**src/rtl/i2s_rx_pkg.sv**
```systemverilog
`default_nettype none
// +----------------------------------------------------------------------------+
// | Module   : i2s_rx_pkg                                                      |
// | Purpose  : Shared types and default sizes for the I2S receive front-end.   |
// |            Contains the receiver state encoding and the default values    |
// |            for the captured word width, the slot-loss threshold and the   |
// |            synchronizer depth.                                            |
// | Revision : 1.0 - initial release                                          |
// +----------------------------------------------------------------------------+
package i2s_rx_pkg;

  // Receiver alignment state
  typedef enum logic [1:0] {
    WAIT_SYNC = 2'd0,
    LEFT      = 2'd1,
    RIGHT     = 2'd2
  } rx_state_e;

  localparam int DATA_W_DEFAULT      = 24;
  localparam int SLOT_MAX_DEFAULT    = 64;
  localparam int SYNC_STAGES_DEFAULT = 2;

endpackage : i2s_rx_pkg
`default_nettype wire

```
**src/rtl/sync_edge.sv**
```systemverilog
`default_nettype none
// +----------------------------------------------------------------------------+
// | Module   : sync_edge                                                       |
// | Purpose  : STAGES-deep synchronizer for one asynchronous input, followed  |
// |            by a registered rising-edge detector on the synchronized value.|
// | Ports    : clk    in  1  sampling clock                                   |
// |            rst_n  in  1  asynchronous reset, active-low                   |
// |            d      in  1  asynchronous input                               |
// |            rise   out 1  high for one clk when synchronized d goes 0->1   |
// | Revision : 1.0 - initial release                                          |
// +----------------------------------------------------------------------------+
module sync_edge #(
  parameter int STAGES = 2
) (
  input  logic clk,
  input  logic rst_n,
  input  logic d,
  output logic rise
);

  logic [STAGES-1:0] sync_q;
  logic [STAGES-1:0] sync_d;
  logic              prev_q;
  logic              prev_d;

  // Shift form works for any depth, including a single stage.
  always_comb begin
    sync_d = (sync_q << 1) | STAGES'(d);
    prev_d = sync_q[STAGES-1];
  end

  always_ff @(posedge clk or negedge rst_n) begin
    if (!rst_n) begin
      sync_q <= '0;
      prev_q <= 1'b0;
    end else begin
      sync_q <= sync_d;
      prev_q <= prev_d;
    end
  end

  // Rise is combinational from the last sync stage, so it is aligned with
  // other signals passed through the same number of stages.
  assign rise = sync_q[STAGES-1] & ~prev_q;

endmodule : sync_edge
`default_nettype wire

```
**src/rtl/i2s_rx_deser.sv**
```systemverilog
`default_nettype none
// +----------------------------------------------------------------------------+
// | Module   : i2s_rx_deser                                                    |
// | Purpose  : Oversampling Philips-I2S receiver. Synchronizes bclk/ws/sdata  |
// |            into sys_clk, aligns on the ws 1->0 edge, deserializes MSB-    |
// |            first left/right words and presents them as a pair with a      |
// |            one-cycle strobe. Short slots and lost sync pulse frame_err.   |
// | Ports    : sys_clk     in  1       system clock                           |
// |            sys_rst     in  1       asynchronous reset, active-low         |
// |            bclk        in  1       I2S bit clock (asynchronous)           |
// |            ws          in  1       word select, 0 = left, 1 = right       |
// |            sdata       in  1       serial data                            |
// |            left_data   out DATA_W  last complete left word                |
// |            right_data  out DATA_W  last complete right word               |
// |            sample_vld  out 1       pulse: left/right_data updated         |
// |            frame_err   out 1       pulse: short slot or lost sync         |
// | Revision : 1.0 - initial release                                          |
// +----------------------------------------------------------------------------+
module i2s_rx_deser
  import i2s_rx_pkg::*;
#(
  parameter int DATA_W      = DATA_W_DEFAULT,
  parameter int SYNC_STAGES = SYNC_STAGES_DEFAULT,
  parameter int SLOT_MAX    = SLOT_MAX_DEFAULT
) (
  input  logic              sys_clk,
  input  logic              sys_rst,
  input  logic              bclk,
  input  logic              ws,
  input  logic              sdata,
  output logic [DATA_W-1:0] left_data,
  output logic [DATA_W-1:0] right_data,
  output logic              sample_vld,
  output logic              frame_err
);

  localparam int CNT_W  = $clog2(DATA_W + 1);
  localparam int SLOT_W = $clog2(SLOT_MAX + 1);

  // ---------------------------------------------------------------------------
  // Input synchronization
  // ---------------------------------------------------------------------------
  logic bclk_rise;

  sync_edge #(
    .STAGES (SYNC_STAGES)
  ) u_bclk_sync (
    .clk   (sys_clk),
    .rst_n (sys_rst),
    .d     (bclk),
    .rise  (bclk_rise)
  );

  // ws and sdata use the same depth, so their last stage lines up with the
  // cycle in which bclk_rise is reported.
  logic [SYNC_STAGES-1:0] ws_sync_q, ws_sync_d;
  logic [SYNC_STAGES-1:0] sd_sync_q, sd_sync_d;
  logic                   ws_s;
  logic                   sd_s;

  always_comb begin
    ws_sync_d = (ws_sync_q << 1) | SYNC_STAGES'(ws);
    sd_sync_d = (sd_sync_q << 1) | SYNC_STAGES'(sdata);
  end

  assign ws_s = ws_sync_q[SYNC_STAGES-1];
  assign sd_s = sd_sync_q[SYNC_STAGES-1];

  // ---------------------------------------------------------------------------
  // Receiver state
  // ---------------------------------------------------------------------------
  rx_state_e          state_q, state_d;
  logic               ws_prev_q, ws_prev_d;
  logic [DATA_W-1:0]  shreg_q, shreg_d;
  logic [CNT_W-1:0]   bit_cnt_q, bit_cnt_d;
  logic [SLOT_W-1:0]  slot_cnt_q, slot_cnt_d;
  logic [DATA_W-1:0]  left_hold_q, left_hold_d;
  logic [DATA_W-1:0]  left_data_q, left_data_d;
  logic [DATA_W-1:0]  right_data_q, right_data_d;
  logic               sample_vld_q, sample_vld_d;
  logic               frame_err_q, frame_err_d;

  // Bit captured on the current rise, applied before any slot finalization:
  // the bit on which ws is seen changing is the LSB of the slot just ending.
  logic [DATA_W-1:0]  cap_shreg;
  logic [CNT_W-1:0]   cap_cnt;
  logic [DATA_W-1:0]  cap_word;
  logic               cap_short;
  logic               ws_change;
  logic               slot_lost;

  always_comb begin
    cap_shreg = shreg_q;
    cap_cnt   = bit_cnt_q;
    if (bit_cnt_q < CNT_W'(DATA_W)) begin
      cap_shreg = (shreg_q << 1) | DATA_W'(sd_s);
      cap_cnt   = bit_cnt_q + CNT_W'(1);
    end
    // Left-justify a short word; unfilled LSBs come in as zero.
    cap_word  = cap_shreg << (CNT_W'(DATA_W) - cap_cnt);
    cap_short = (cap_cnt < CNT_W'(DATA_W));
    ws_change = (ws_s != ws_prev_q);
    slot_lost = ((slot_cnt_q + SLOT_W'(1)) == SLOT_W'(SLOT_MAX));
  end

  always_comb begin
    state_d      = state_q;
    ws_prev_d    = ws_prev_q;
    shreg_d      = shreg_q;
    bit_cnt_d    = bit_cnt_q;
    slot_cnt_d   = slot_cnt_q;
    left_hold_d  = left_hold_q;
    left_data_d  = left_data_q;
    right_data_d = right_data_q;
    sample_vld_d = 1'b0;
    frame_err_d  = 1'b0;

    if (bclk_rise) begin
      ws_prev_d = ws_s;
      case (state_q)
        WAIT_SYNC: begin
          if (ws_prev_q && !ws_s) begin
            state_d    = LEFT;
            shreg_d    = '0;
            bit_cnt_d  = '0;
            slot_cnt_d = '0;
          end
        end

        LEFT, RIGHT: begin
          if (ws_change) begin
            // In LEFT ws can only change 0->1, in RIGHT only 1->0.
            if (state_q == LEFT) begin
              left_hold_d = cap_word;
              state_d     = RIGHT;
            end else begin
              left_data_d  = left_hold_q;
              right_data_d = cap_word;
              sample_vld_d = 1'b1;
              state_d      = LEFT;
            end
            frame_err_d = cap_short;
            shreg_d     = '0;
            bit_cnt_d   = '0;
            slot_cnt_d  = '0;
          end else if (slot_lost) begin
            frame_err_d = 1'b1;
            state_d     = WAIT_SYNC;
            shreg_d     = '0;
            bit_cnt_d   = '0;
            slot_cnt_d  = '0;
          end else begin
            shreg_d    = cap_shreg;
            bit_cnt_d  = cap_cnt;
            slot_cnt_d = slot_cnt_q + SLOT_W'(1);
          end
        end

        default: begin
          state_d = WAIT_SYNC;
        end
      endcase
    end
  end

  always_ff @(posedge sys_clk or negedge sys_rst) begin
    if (!sys_rst) begin
      ws_sync_q    <= '0;
      sd_sync_q    <= '0;
      state_q      <= WAIT_SYNC;
      ws_prev_q    <= 1'b0;
      shreg_q      <= '0;
      bit_cnt_q    <= '0;
      slot_cnt_q   <= '0;
      left_hold_q  <= '0;
      left_data_q  <= '0;
      right_data_q <= '0;
      sample_vld_q <= 1'b0;
      frame_err_q  <= 1'b0;
    end else begin
      ws_sync_q    <= ws_sync_d;
      sd_sync_q    <= sd_sync_d;
      state_q      <= state_d;
      ws_prev_q    <= ws_prev_d;
      shreg_q      <= shreg_d;
      bit_cnt_q    <= bit_cnt_d;
      slot_cnt_q   <= slot_cnt_d;
      left_hold_q  <= left_hold_d;
      left_data_q  <= left_data_d;
      right_data_q <= right_data_d;
      sample_vld_q <= sample_vld_d;
      frame_err_q  <= frame_err_d;
    end
  end

  assign left_data  = left_data_q;
  assign right_data = right_data_q;
  assign sample_vld = sample_vld_q;
  assign frame_err  = frame_err_q;

endmodule : i2s_rx_deser
`default_nettype wire

```
**config.mk**
```make
export PLATFORM = sky130hd
export DESIGN_NAME = i2s_rx_deser
export DESIGN_NICKNAME = d
export VERILOG_FILES = /design/src/rtl/i2s_rx_pkg.sv /design/src/rtl/sync_edge.sv /design/src/rtl/i2s_rx_deser.sv
export SDC_FILE = /design/constraint.sdc
export NUM_CORES = 1
export LEC_CHECK = 0
export CORE_MARGIN = 2
export CORE_UTILIZATION = 63
export DETAILED_ROUTE_END_ITERATION = 6
export PLACE_DENSITY_LB_ADDON = 0.15
export SYNTH_ARGS = -nofsm -noshare
export SYNTH_HDL_FRONTEND = slang
export SYNTH_HIERARCHICAL = 1
export SYNTH_SLANG_ARGS = --single-unit
```
**constraint.sdc**
```tcl
create_clock -name sys_clk -period 5.9 [get_ports sys_clk]
set_clock_uncertainty 0.2 [all_clocks]
set_input_delay 0.59 -clock sys_clk [delete_from_list [all_inputs] [get_ports sys_clk]]
set_output_delay 0.59 -clock sys_clk [all_outputs]
set_load 0.02 [all_outputs]
```
==> metrics.md, run 1 <==
| Metric | Value |
|---|---|
| Status | finished clean |
| Most common cell in the netlist | nand2_1 |
| Routed length per placed instance | 18.3 µm |
| Synthesized area per cell | 9.80 µm² |
| Synth cell count leaders | 151 x nand2_1, 120 x dfrtp_1, 43 x mux2i_1 |
| Headroom to the max-slew limit | 38.1% |
| Num ports | 55 |
| Hold WS | 0.154 ns |
| Fin Setup TNS | 0 ns |
| Pleak | 3.43 nW |
| Routed Antenna Nets | 0 |
| Grt total ovfl | 0 |
| Reg2Reg Depth | 10 |
| Hold depth | 0 |
| Cell Area, Synth | 6580 µm² |
| Ys async rst share | 100% |
| Worst Path Buf+Inv | 2 |
| RSZ-0062 raised after global routing | no |
| DR iter-0 viols | 357 |
| Synth Register Bits | 120 |
| Initial antenna violation count | 0 |
| Worst Path Max Fanout | 24 |
| Max clock buf depth | 2 |
| Number of iterations in the first detailed-routing pass | 5 |
| Die area | 11,300 µm² |
| H-tree Lvls | 4 |
| Pins Over Slew Limit | 0 |
| Remaining DRCs | 0 |
| Via count | 5,285 |
| EDFF count, synth | 0 |
| Layout cell share with drive strength beyond 1 | 10.5% |
| GP Congestion | 0.944 |
| Critical path's slowest cell | and2_1 |
| Top delay family on crit path | compound AO/OA/AOI/OAI gates |
| Diode count | 0 |
| Largest net degree at the start of global routing | 81 |
| Clock Sinks | 120 |
| Port bufs | 54 |
| Tmin final | 4.13 ns |
| CP Data Arrival Time | 4.34 ns |
| RR Startpoint | bit_cnt_q[4] |
| Worst path cell trace | buf_4 > nand2_4 > a21oi_1 > ha_1 > inv_1 > a31o_2 > a32oi_1 > and2_1 > mux2_2 > a221o_1 |
| Setup ws final | 1.77 ns |
| Hold path start | ws_sync_q[0] |
| R2r setup slk | 1.77 ns |
| TritonCTS Buffers | 17 |
| Design Power | 2.96 mW |
| Crit path capture type | flip-flop |
| Top_reg_cell synth | dfrtp_1 |
| CTS tree | done |
| Leading post-synthesis cells by cell area | dfrtp_1 46%, nand2_1 8.6%, mux2i_1 6.5% |
| Share of the synthesized area in the top cell type | 45.7% |
| Avg Vias per Cell | 6.23 |
| Power per cell area | 385 nW/µm² |
| Gate Count Post-Synth | 671 |
| PostCTS Resize Cnt | 0 |
| Final Hold Vio Count | 0 |
| WHS Endpoint | ws_sync_q[1] |
| Placed insts | 815 |
| Max_cap viols | 0 |
| CP startpoint kind | flip-flop |
| Clock transition at path regs | 0.06 ns |
| Largest area contributor in the netlist | dfrtp_1 |
| Floorplan core area | 10,200 µm² |
| Fin nets | 712 |
| Setup WS pre-CTS | 1.86 ns |
| Vias in the first global route | 5,085 |
| Initial Util | 64.3% |
| RR Endpoint | left_hold_q[16] |
| WP data required | 6.11 ns |
| CP max stage delay | 0.74 ns |
| Hold WC Path Type | reg -> reg |
| CTS root buf | clkbuf_8 |
| Setup violators final | 0 |
| Yosys warning count | 6 |
| Post-Layout Cell Count | 848 |
| Slew @ Worst Pin | 0.927 ns |
| Placement Rows | 37 |
| Number of fill cells | 640 |
| Total global-route track usage | 29.1% |
| Detail Placement HPWL | 10,200 µm |
| P&R area growth vs syn | 17.1% |
| Total Wirelength | 15,600 µm |
| Die Span Y | 106 µm |
| Worst ir drop on vdd | 210 µV |
| Register area share after synthesis | 45.7% |
| Worst skew pair latency | 0.52 ns |
| Final period util | 70.0% |
| Synth unique cells | 73 |
| Syn nets | 684 |
| First-pass GRT wire length | 25,700 µm |
| Width of the die | 106 µm |
| Fmax | 0.242 GHz |
| Setup CP Type | reg -> reg |
-- cell families after synthesis --
group           after synthesis  share of synthesized area (%)
simple gates                254                           18.7
compound gates              154                           17.7
flops                       120                           45.7
buf+inv                      69                           5.33
mux                          61                           9.89
fa+ha+maj                     8                           1.52
xor+xnor                      5                           1.18
-- what timing repair did --
action / 4_1_cts / 5_1_grt
endpoints found under the hold margin: 60 / 0
hold buffers: 1 / 0
buffers inserted: 0 / 0
-- state kept, by name, indices dropped and copies added (netlist names) --
register            cells
sample_vld              1
sd_sync_q               2
slot_cnt_q              7
frame_err               1
left_hold_q            24
bit_cnt_q               5
ws_sync_q               2
ws_prev_q               1
u_bclk_sync/prev_q      1
u_bclk_sync/sync_q      2
shreg_q                24
left_data              24
right_data             24
state_q                 2
-- routing by layer --
metal | vias up | GRT usage [%] | part of all wire [%] | routed length, µm
li1 | 2477 | - | - | -
met1 | 2553 | 39.4 | 43 | 6700
met2 | 218 | 45.2 | 48 | 7500
met3 | 37 | 6.93 | 6.2 | 969
met4 | 0 | 12.3 | 2.5 | 395
met5 | - | 0 | 0 | 0
-- power by group --
group	internal (mW)	total [mW]	switching (mW)	leakage [nW]
sequential	0.886	0.933	0.0477	1.65
clock	0.734	1.12	0.390	0.300
combinational	0.359	0.905	0.545	1.48
total	1.98	2.96	0.983	3.43
-- worst max path at each step --
stage                 start  cells after the start              end
3_5_place_dp   bit_cnt_q[4]                     10   right_data[16]
3_3_place_gp   bit_cnt_q[4]                     10  left_hold_q[16]
2_1_floorplan  bit_cnt_q[0]                     11  left_hold_q[19]
5_1_grt        bit_cnt_q[4]                     10   right_data[18]
6_report       bit_cnt_q[4]                     10  left_hold_q[16]
4_1_cts        bit_cnt_q[0]                     10  left_hold_q[18]
-- through the flow --
stage	util (%)	area (µm²)
global route	75.3	7700
floorplan	-	6580
CTS	75.3	7700
finish	75.3	7700
detailed placement	68.9	7050
global placement	68.9	7050
-- final cells by class --
class | count | area (µm²) | share of cell area (%)
Tap cell | 136 | 170 | 2.21
Clock inverter | 13 | 216 | 2.81
Clock buffer | 19 | 422 | 5.48
Timing Repair Buffer | 62 | 601 | 7.80
Sequential cell | 120 | 3000 | 39.0
Multi-Input combinational cell | 482 | 3230 | 41.9
Inverter | 16 | 60.1 | 0.780
-- placed cells by master (no fill, tap or decap), types with 5 or more instances in the layout --
cell type,n
nand2_1,151
dfrtp_1,120
clkdlybuf4s50_1,53
mux2i_1,43
o21ai_1,32
a22o_1,25
o211ai_1,22
nand2b_1,19
nand4b_1,18
inv_1,16
clkbuf_16,16
nand3_1,14
o21ai_0,14
mux2_2,11
and3_1,10
nor3_1,9
nor2_1,9
a221o_1,8
ha_1,8
buf_4,8
a21oi_1,6
a31oi_1,5
nand4_1,5
bufinv_16,5
Note: power is estimated with default switching activity, not from simulation.
==> run 2, diff against run 1 <==
Settings changed: CORE_UTILIZATION 63 to 59.
Clock period 5.9 ns to 3.9 ns, I/O delays scaled along.
==> metrics.md, run 2 (synthesized netlist as in run 1, its figures left out) <==
| Metric | Value |
|---|---|
| Status | finished clean (unchanged) |
| Layout cell share with drive strength beyond 1 | 11.3% (was 10.5%) |
| Width of the die | 110 µm (was 106 µm) |
| Via count | 5,232 (was 5,285) |
| Area of placed instances | 7130 µm² (was 7050 µm²) |
| P&R area growth vs syn | 17.8% (was 17.1%) |
| Cell-internal power | 2.99 mW (was 1.98 mW) |
| Hold WC Path Type | in -> reg (was reg -> reg) |
| Crit path capture type | flip-flop (unchanged) |
| Design Power | 4.44 mW (was 2.96 mW) |
| Initial Util | 60.7% (was 64.3%) |
| CTS root buf | clkbuf_8 (unchanged) |
| Comb pwr share | 31.6% (was 30.5%) |
| Most frequent cells in the layout | 151 x nand2_1, 120 x dfrtp_1, 53 x clkdlybuf4s50_1 (unchanged) |
| Switching share of power | 32.6% (was 33.2%) |
| Reg2Reg Depth | 10 (unchanged) |
| Final Hold Vio Count | 0 (unchanged) |
| Most common cell after layout, fill and taps aside | nand2_1 (unchanged) |
| Num ports | 55 (unchanged) |
| Die area | 12,000 µm² (was 11,300 µm²) |
| Power per cell area | 573 nW/µm² (was 385 nW/µm²) |
| Hold WS | 0.104 ns (was 0.154 ns) |
| Max clock buf depth | 2 (unchanged) |
| Clock transition at path regs | 0.05 ns (was 0.06 ns) |
| Hold depth | 1 (was 0) |
| Port bufs | 54 (unchanged) |
| Headroom to the max-slew limit | 41.1% (was 38.1%) |
| Final Cell Area | 7750 µm² (was 7700 µm²) |
| Clock power frac | 36.5% (was 38.0%) |
| Fmax | 0.288 GHz (was 0.242 GHz) |
| Slew @ Worst Pin | 0.873 ns (was 0.927 ns) |
| Post-CTS Setup Repair Bufs | 0 (unchanged) |
| Setup violators final | 0 (unchanged) |
| H-tree Lvls | 4 (unchanged) |
| CP Data Arrival Time | 3.68 ns (was 4.34 ns) |
| Detail Placement HPWL | 10,500 µm (was 10,200 µm) |
| Diode count | 0 (unchanged) |
| Vias in the first global route | 4,940 (was 5,085) |
| Grt total ovfl | 0 (unchanged) |
| Switching Power | 1.45 mW (was 0.983 mW) |
| Setup ws final | 0.432 ns (was 1.77 ns) |
| Avg Vias per Cell | 6.10 (was 6.23) |
| Pins Over Slew Limit | 0 (unchanged) |
| Seq pwr share | 31.9% (was 31.5%) |
| Pleak | 3.46 nW (was 3.43 nW) |
| Final period util | 88.9% (was 70.0%) |
| TritonCTS Buffers | 17 (unchanged) |
| Worst skew pair latency | 0.53 ns (was 0.52 ns) |
| Remaining DRCs | 0 (unchanged) |
| WP data required | 4.12 ns (was 6.11 ns) |
| Number of iterations in the first detailed-routing pass | 5 (unchanged) |
| Largest net degree at the start of global routing | 79 (was 81) |
| RSZ-0062 raised after global routing | no (unchanged) |
| GP Congestion | 0.917 (was 0.944) |
| Routed length per placed instance | 18.2 µm (was 18.3 µm) |
| Tmin final | 3.47 ns (was 4.13 ns) |
| Worst ir drop on vdd | 385 µV (was 210 µV) |
| DR iter-0 viols | 398 (was 357) |
| Setup WS pre-CTS | 0.502 ns (was 1.86 ns) |
| Max_cap viols | 0 (unchanged) |
| Total Wirelength | 15,600 µm (about the same) |
| Floorplan core area | 10,800 µm² (was 10,200 µm²) |
| First-pass GRT wire length | 25,600 µm (was 25,700 µm) |
| Setup CP Type | reg -> reg (unchanged) |
| CP startpoint kind | flip-flop (unchanged) |
| Initial antenna violation count | 0 (unchanged) |
| Total global-route track usage | 27.7% (was 29.1%) |
| CTS tree | done (unchanged) |
| Placement Rows | 38 (was 37) |
| Clock Sinks | 120 (unchanged) |
| Die Span Y | 110 µm (was 106 µm) |
| Worst Path Max Fanout | 15 (was 24) |
| Routed Antenna Nets | 0 (unchanged) |
| Fin nets | 720 (was 712) |
| Fin Setup TNS | 0 ns (unchanged) |
==> run 2: cell type report <==
| type | count | area [µm²] |
|---|---|---|
| inverter | 16 | 60.1 |
| clock inverter | 8 | 145 |
| fill | 783 | 3090 |
| tap | 140 | 175 |
| timing repair buffer | 70 | 673 |
| multi-input combinational | 482 | 3230 |
| clock buffer | 22 | 463 |
| sequential | 120 | 3000 |
==> run 2: final timing paths <==
kind | start | endpoint | slack [ns]
max | bit_cnt_q[3] | left_hold_q[16] | 0.43
min | sdata | sd_sync_q[0] | 0.10
max reg2reg | bit_cnt_q[3] | left_hold_q[16] | 0.43
min reg2reg | u_bclk_sync/sync_q[0] | u_bclk_sync/sync_q[1] | 0.14
max in group asynchronous | sys_rst | left_hold_q[13] | 2.48
min in group asynchronous | sys_rst | right_data[2] | 0.24
==> run 2: what timing repair did <==
item                      in CTS  in global routing
hold endpoints to repair      54                  0
gates resized for setup        0                  0
hold buffers                   1                  0
==> run 2: per-stage QoR <==
stage,instances,util (%)
2_1_floorplan,671,-
3_3_place_gp,827,65.8
3_5_place_dp,827,65.8
4_1_cts,858,71.5
5_1_grt,858,71.5
6_report,858,71.5
==> run 2: metal layers <==
metal / GRT usage (%) / wire [µm] / vias up
met5: 0 / 0 / -
met4: 10.0 / 378 / 0
met3: 6.28 / 802 / 32
met2: 42.8 / 7340 / 170
met1: 38.5 / 7090 / 2544
li1: - / - / 2486
==> run 2: power by group through the flow <==
stage / logic, mW / clock network, mW / registers, mW
6_report: 1.40 / 1.62 / 1.42
5_1_grt: 1.51 / 1.69 / 1.43
4_1_cts: 1.39 / 1.64 / 1.41
3_5_place_dp: 1.39 / 0 / 1.43
3_3_place_gp: 1.36 / 0 / 1.43
2_1_floorplan: 1.02 / 0 / 1.47
==> run 2: critical path, stage by stage (launching register included) <==
cell	delay [ns]
dfrtp_1	0.64
and3_1	0.31
a21oi_1	0.08
ha_1	0.26
xnor2_2	0.32
xor2_4	0.38
buf_4	0.24
mux2_1	0.35
mux2i_1	0.23
nor3_1	0.08
a221o_1	0.28
==> RTL change 1, RTL diff (config.mk and constraints of run 2) <==
Register the output `left_data` once more, without a reset; this adds one clock of latency there. The other outputs are not delayed to match.
--- a/src/rtl/i2s_rx_deser.sv
+++ b/src/rtl/i2s_rx_deser.sv
@@ -194,5 +194,7 @@
   end
 
-  assign left_data  = left_data_q;
+  always_ff @(posedge sys_clk) begin
+    left_data <= left_data_q;
+  end
   assign right_data = right_data_q;
   assign sample_vld = sample_vld_q;
Check against the original RTL: not equivalent (Yosys sat finds a counterexample within 10 cycles, from zero or initial values and one cycle with sys_rst low).
==> RTL change 1 against run 2 <==
Total power is 8.2% higher. Non-clock buffer count stayed put. Area after synthesis grew 4.0%. Cell area up 3.4%. Global-route usage decreased by 3.0 points. Synthesized cell count grew 0.30%. Clock power decreased by 6%. Wire length down 4.6%. Worst hold slack better by 0.043 ns. Critical path depth shrank 1. Worst setup slack lost 0.031 ns. Sequential cell count up 24. Largest cell class is now registers.
==> RTL change 1: results (changes against run 2) <==
Outcome
  – Run status: complete, no violations (unchanged)

Route
  – WL final: 14890 um (was 15600 um)
  – Detailed Routing Iterations Pass 1: 7 (was 5)
  – Initial DRC Count: 411 (was 398)

Worst hold path
  – Min-Delay Endpoint: ws_sync_q[1] (was sd_sync_q[0])
  – Hold_sp: ws_sync_q[0] (was sdata)

STA
  – Min Hold Slack: 0.1471 ns (was 0.1044 ns)

GRT
  – Grt met3 use: 5.280% (was 6.283%)
  – Largest net degree at the start of global routing: 66 (was 79)
  – Grt met1 use: 32.78% (was 38.51%)

Yosys
  – Asr flop ratio synth: 83.33% (was 100.0%)
  – Synth unique cells: 68 (was 73)
  – Commonest cells post-synth: 136 x nand2_1, 120 x dfrtp_1, 42 x o21ai_1, 26 x nor2_1 (was 151 x nand2_1, 120 x dfrtp_1, 43 x mux2i_1, 32 x o21ai_1, 25 x a22o_1)
  – Top post-synthesis cells by area: dfrtp_1 44%, nand2_1 7.5%, dfxtp_1 7.0% (was dfrtp_1 46%, nand2_1 8.6%, mux2i_1 6.5%)

Power and ir drop
  – Leak: 3.607 nW (was 3.462 nW)
  – VDD IR-drop max: 553.4 uV (was 385.1 uV)

Critical path
  – Reg2reg path depth: 9 (was 10)
  – FF-to-FF End: left_hold_q[22] (was left_hold_q[16])
  – Slowest cell on crit path: mux4_1 (was dfrtp_1)
  – CP top delay family: multiplexers (was XOR/XNOR gates)

Finish
  – Layout cells sized above 1: 11.45% (was 11.28%)
  – Nets@finish: 725 (was 720)
  – Fillcell total: 843 (was 783)
  – Cell area after layout: 0.008010 mm^2 (was 0.007749 mm^2)

Place
  – Detail Placement HPWL: 10150 um (was 10490 um)
  – Cell area after placement: 0.007437 mm^2 (was 0.007131 mm^2)

Clock tree
  – CTS Root Cell: clkbuf_16 (was clkbuf_8)
-- RTL change 1: power breakdown --
part	total (mW)	leakage (nW)	internal, mW	switching [mW]
Combinational	1.54	1.50	0.620	0.924
Clock	1.52	0.271	0.929	0.594
Sequential	1.74	1.84	1.63	0.108
-- RTL change 1: worst max-delay path by stage --
stage / from / end / slack (ns) / cells past startpoint
finish: bit_cnt_q[1] / left_hold_q[22] / 0.40 / 9
global placement: bit_cnt_q[1] / right_data[22] / 0.50 / 9
CTS: bit_cnt_q[1] / right_data[22] / 0.40 / 9
detailed placement: bit_cnt_q[1] / right_data[22] / 0.41 / 9
floorplan: bit_cnt_q[3] / right_data[22] / 0.47 / 13
global route: bit_cnt_q[1] / left_hold_q[22] / 0.22 / 9
-- RTL change 1: cells by family after synthesis --
| kind of cell | Yosys count | share of synthesized area (%) |
|---|---|---|
| adders and majority gates | 8 | 1.464 |
| buffers and inverters | 60 | 4.062 |
| xor gates and xnor gates | 5 | 1.025 |
| DFF | 144 | 50.93 |
| and+or+nand+nor | 260 | 18.97 |
| AOI/OAI and AO/OA | 155 | 15.88 |
| muxes | 41 | 7.666 |
-- RTL change 1: routing by layer --
metal / up-vias / part of all wire (%)
li1: 2476 / -
met1: 2533 / 45
met2: 129 / 49
met3: 26 / 4.0
met4: 0 / 1.9
met5: - / 0
-- RTL change 1: cell type report --
cell class                      instances  share of cell area (%)
Sequential cell                       144                   43.49
Multi-Input combinational cell        469                   38.53
Timing Repair Buffer                   70                   8.247
Clock buffer                           24                   6.014
Tap cell                              143                   2.234
Clock inverter                          8                   1.015
Inverter                               10                  0.4686
-- RTL change 1: what timing repair did --
item,in CTS,in global routing
hold buffers,1,0
buffers inserted,0,0
endpoints found under the hold margin,55,0
==> RTL change 2, RTL diff (config.mk and constraints of run 2) <==
Without the edit above. Change the package constant `SYNC_STAGES_DEFAULT` from 2 to 1.
--- a/src/rtl/i2s_rx_pkg.sv
+++ b/src/rtl/i2s_rx_pkg.sv
@@ -19,5 +19,5 @@
   localparam int DATA_W_DEFAULT      = 24;
   localparam int SLOT_MAX_DEFAULT    = 64;
-  localparam int SYNC_STAGES_DEFAULT = 2;
+  localparam int SYNC_STAGES_DEFAULT = 1;
 
 endpackage : i2s_rx_pkg
Formal check against the unedited RTL: not equivalent (a bounded check fails within 10 cycles, from zero or initial values and one cycle with sys_rst low).
==> RTL change 2 against run 2 <==
Wire length is 6.9% lower. Total power is 13% higher. First-iteration DRC count is 36% lower. Largest cell class is now registers. Sequential cell count is 3 lower. Clock power is 4% lower. Sequential power is 5% higher. Cell area is 5.9% lower. Area after synthesis is 7.7% lower. Via count is 3.9% lower. Worst setup slack worse by 0.15 ns. Global-route usage is 0.15 points higher. Highest routed layer unchanged. Non-clock buffer count is 4 lower. Critical path depth is 1 higher.
==> RTL change 2: results (changes against run 2) <==
Yosys
  – Top post-synthesis cells by area: dfrtp_1 48%, nand2_1 8.2%, o21ai_0 4.9% (was dfrtp_1 46%, nand2_1 8.6%, mux2i_1 6.5%)
  – Xor/xnor share of the synthesized area: 1.443% (was 1.179%)
  – Synthesized area per cell: 9.427 um^2 (was 9.803 um^2)
  – Synth unique cells: 55 (was 73)
  – Compound-Gate Fraction of Synth Area: 18.76% (was 17.73%)
  – Mapped Nets: 657 (was 684)
  – Multiplexer share of the synthesized area: 5.709% (was 9.892%)
  – Asr flop ratio synth: 100.0% (unchanged)
  – Adder-Cell Fraction of Synth Area: 1.649% (was 1.522%)
  – Commonest cells post-synth: 133 x nand2_1, 117 x dfrtp_1, 59 x o21ai_0, 38 x nor2_1, 28 x clkbuf_1 (was 151 x nand2_1, 120 x dfrtp_1, 43 x mux2i_1, 32 x o21ai_1, 25 x a22o_1)
  – Seq/Total Area, Yosys: 48.23% (was 45.65%)
  – Synth warn: 6 (unchanged)

Power and ir drop
  – VDD IR-drop max: 434.8 uV (was 385.1 uV)
  – Leak: 3.324 nW (was 3.462 nW)
  – Sw power: 1.896 mW (was 1.450 mW)

STA
  – Slew Viols, Final: 0 (unchanged)
  – Max-slew headroom: 29.42% (was 41.06%)

Route
  – Detailed Routing Iterations Pass 1: 5 (unchanged)
  – Initial DRC Count: 255 (was 398)
  – DR vias/cell: 6.041 (was 6.098)
  – WL final: 14530 um (was 15600 um)
  – Routed WL per cell: 17.46 um (was 18.19 um)

Critical path
  – WP data arrival: 3.79 ns (was 3.68 ns)
  – Crit path max fanout: 8 (was 15)
  – Slowest stage delay, CP: 0.56 ns (was 0.64 ns)
  – Slowest cell on crit path: xnor2_1 (was dfrtp_1)
  – CP top delay family: XOR/XNOR gates (unchanged)

Clock tree
  – CTS buffer count: 17 (unchanged)
  – Clock slew at reported path FFs: about 0.060 ns
  – CTS Root Cell: clkbuf_8 (unchanged)
  – Post-CTS Resized: 0 (unchanged)
  – CTS Buffer Depth: 2 (unchanged)
  – Clock Latency Late Sink: 0.53 ns (about the same)
  – Post-CTS setup buffer count: 0 (unchanged)
  – H-tree levels: 4 (unchanged)
  – Hold_buf cts: 1 (unchanged)

Place
  – Dpl cells: 800 (was 827)
  – Detail Placement HPWL: 9791 um (was 10490 um)
  – Cell area after placement: 0.006685 mm^2 (was 0.007131 mm^2)
  – Final Wtd Congestion: 1.003 (was 0.9172)
  – I/O Buffers: 54 (unchanged)
  – Place WS: 0.3136 ns (was 0.5016 ns)

Finish
  – Fillcell total: 716 (was 783)
  – Cell area after layout: 0.007289 mm^2 (was 0.007749 mm^2)
  – Layout cells sized above 1: 9.770% (was 11.28%)
  – Nets@finish: 697 (was 720)
  – Antenna Cells: 0 (unchanged)

GRT
  – Overall Global Routing Usage: 27.89% (was 27.74%)
  – Initial antenna violation count: 0 (unchanged)
  – First-pass GRT wire length: 24450 um (was 25590 um)
  – Largest net degree at the start of global routing: 71 (was 79)
  – Number of global-route vias before repair: 4852 (was 4940)

Outcome
  – Run status: complete, no violations (unchanged)

Worst hold path
  – Hold Crit Class: input port to register (unchanged)
==> RTL change 2: metal layers <==
metal,GRT usage (%),routed length [um],vias to the layer above
met5,0,0,-
met2,45.44,7206,130
met1,37.53,6514,2479
met4,10.10,233,0
li1,-,-,2394
met3,5.071,574,23
==> RTL change 2: worst register-to-register path, stage by stage (launching register included) <==
cell and delay, ns:
dfrtp_1 0.48, ha_1 0.33, mux2i_2 0.22, ha_1 0.30
xnor2_1 0.17, xnor2_1 0.56, buf_4 0.29, mux2i_1 0.10
mux2i_1 0.31, nor3_1 0.08, a211oi_1 0.31, o21ai_0 0.13
==> RTL change 2: final cells by class <==
class | instances | share of cell area [%]
well taps | 136 | 2.334
multi-input cells | 470 | 39.91
inverters | 12 | 0.6179
clock inverters | 14 | 2.472
clock buffers | 17 | 5.681
flip-flops and latches | 117 | 40.16
repair buffers | 66 | 8.823
==> RTL change 2: path summary, 6_finish.rpt <==
path / startpoint / to / slack [ns] / depth (start not counted)
min reg2reg: u_bclk_sync/prev_d / u_bclk_sync/prev_q / 0.21 / 0
min: bclk / u_bclk_sync/prev_d / 0.10 / 1
min in group asynchronous: sys_rst / left_data[4] / 0.21 / 2
max: bit_cnt_q[1] / left_hold_q[23] / 0.28 / 11
max reg2reg: bit_cnt_q[1] / left_hold_q[23] / 0.28 / 11
max in group asynchronous: sys_rst / shreg_q[3] / 2.51 / 3
==> RTL change 2: power groups by stage <==
stage / Sequential, mW / Clock (mW) / Combinational, mW
after CTS: 1.49 / 1.57 / 1.94
after detailed placement: 1.51 / 0 / 1.92
final: 1.49 / 1.56 / 1.95
after floorplan: 1.59 / 0 / 1.32
after global placement: 1.50 / 0 / 1.89
after global routing: 1.51 / 1.64 / 2.13
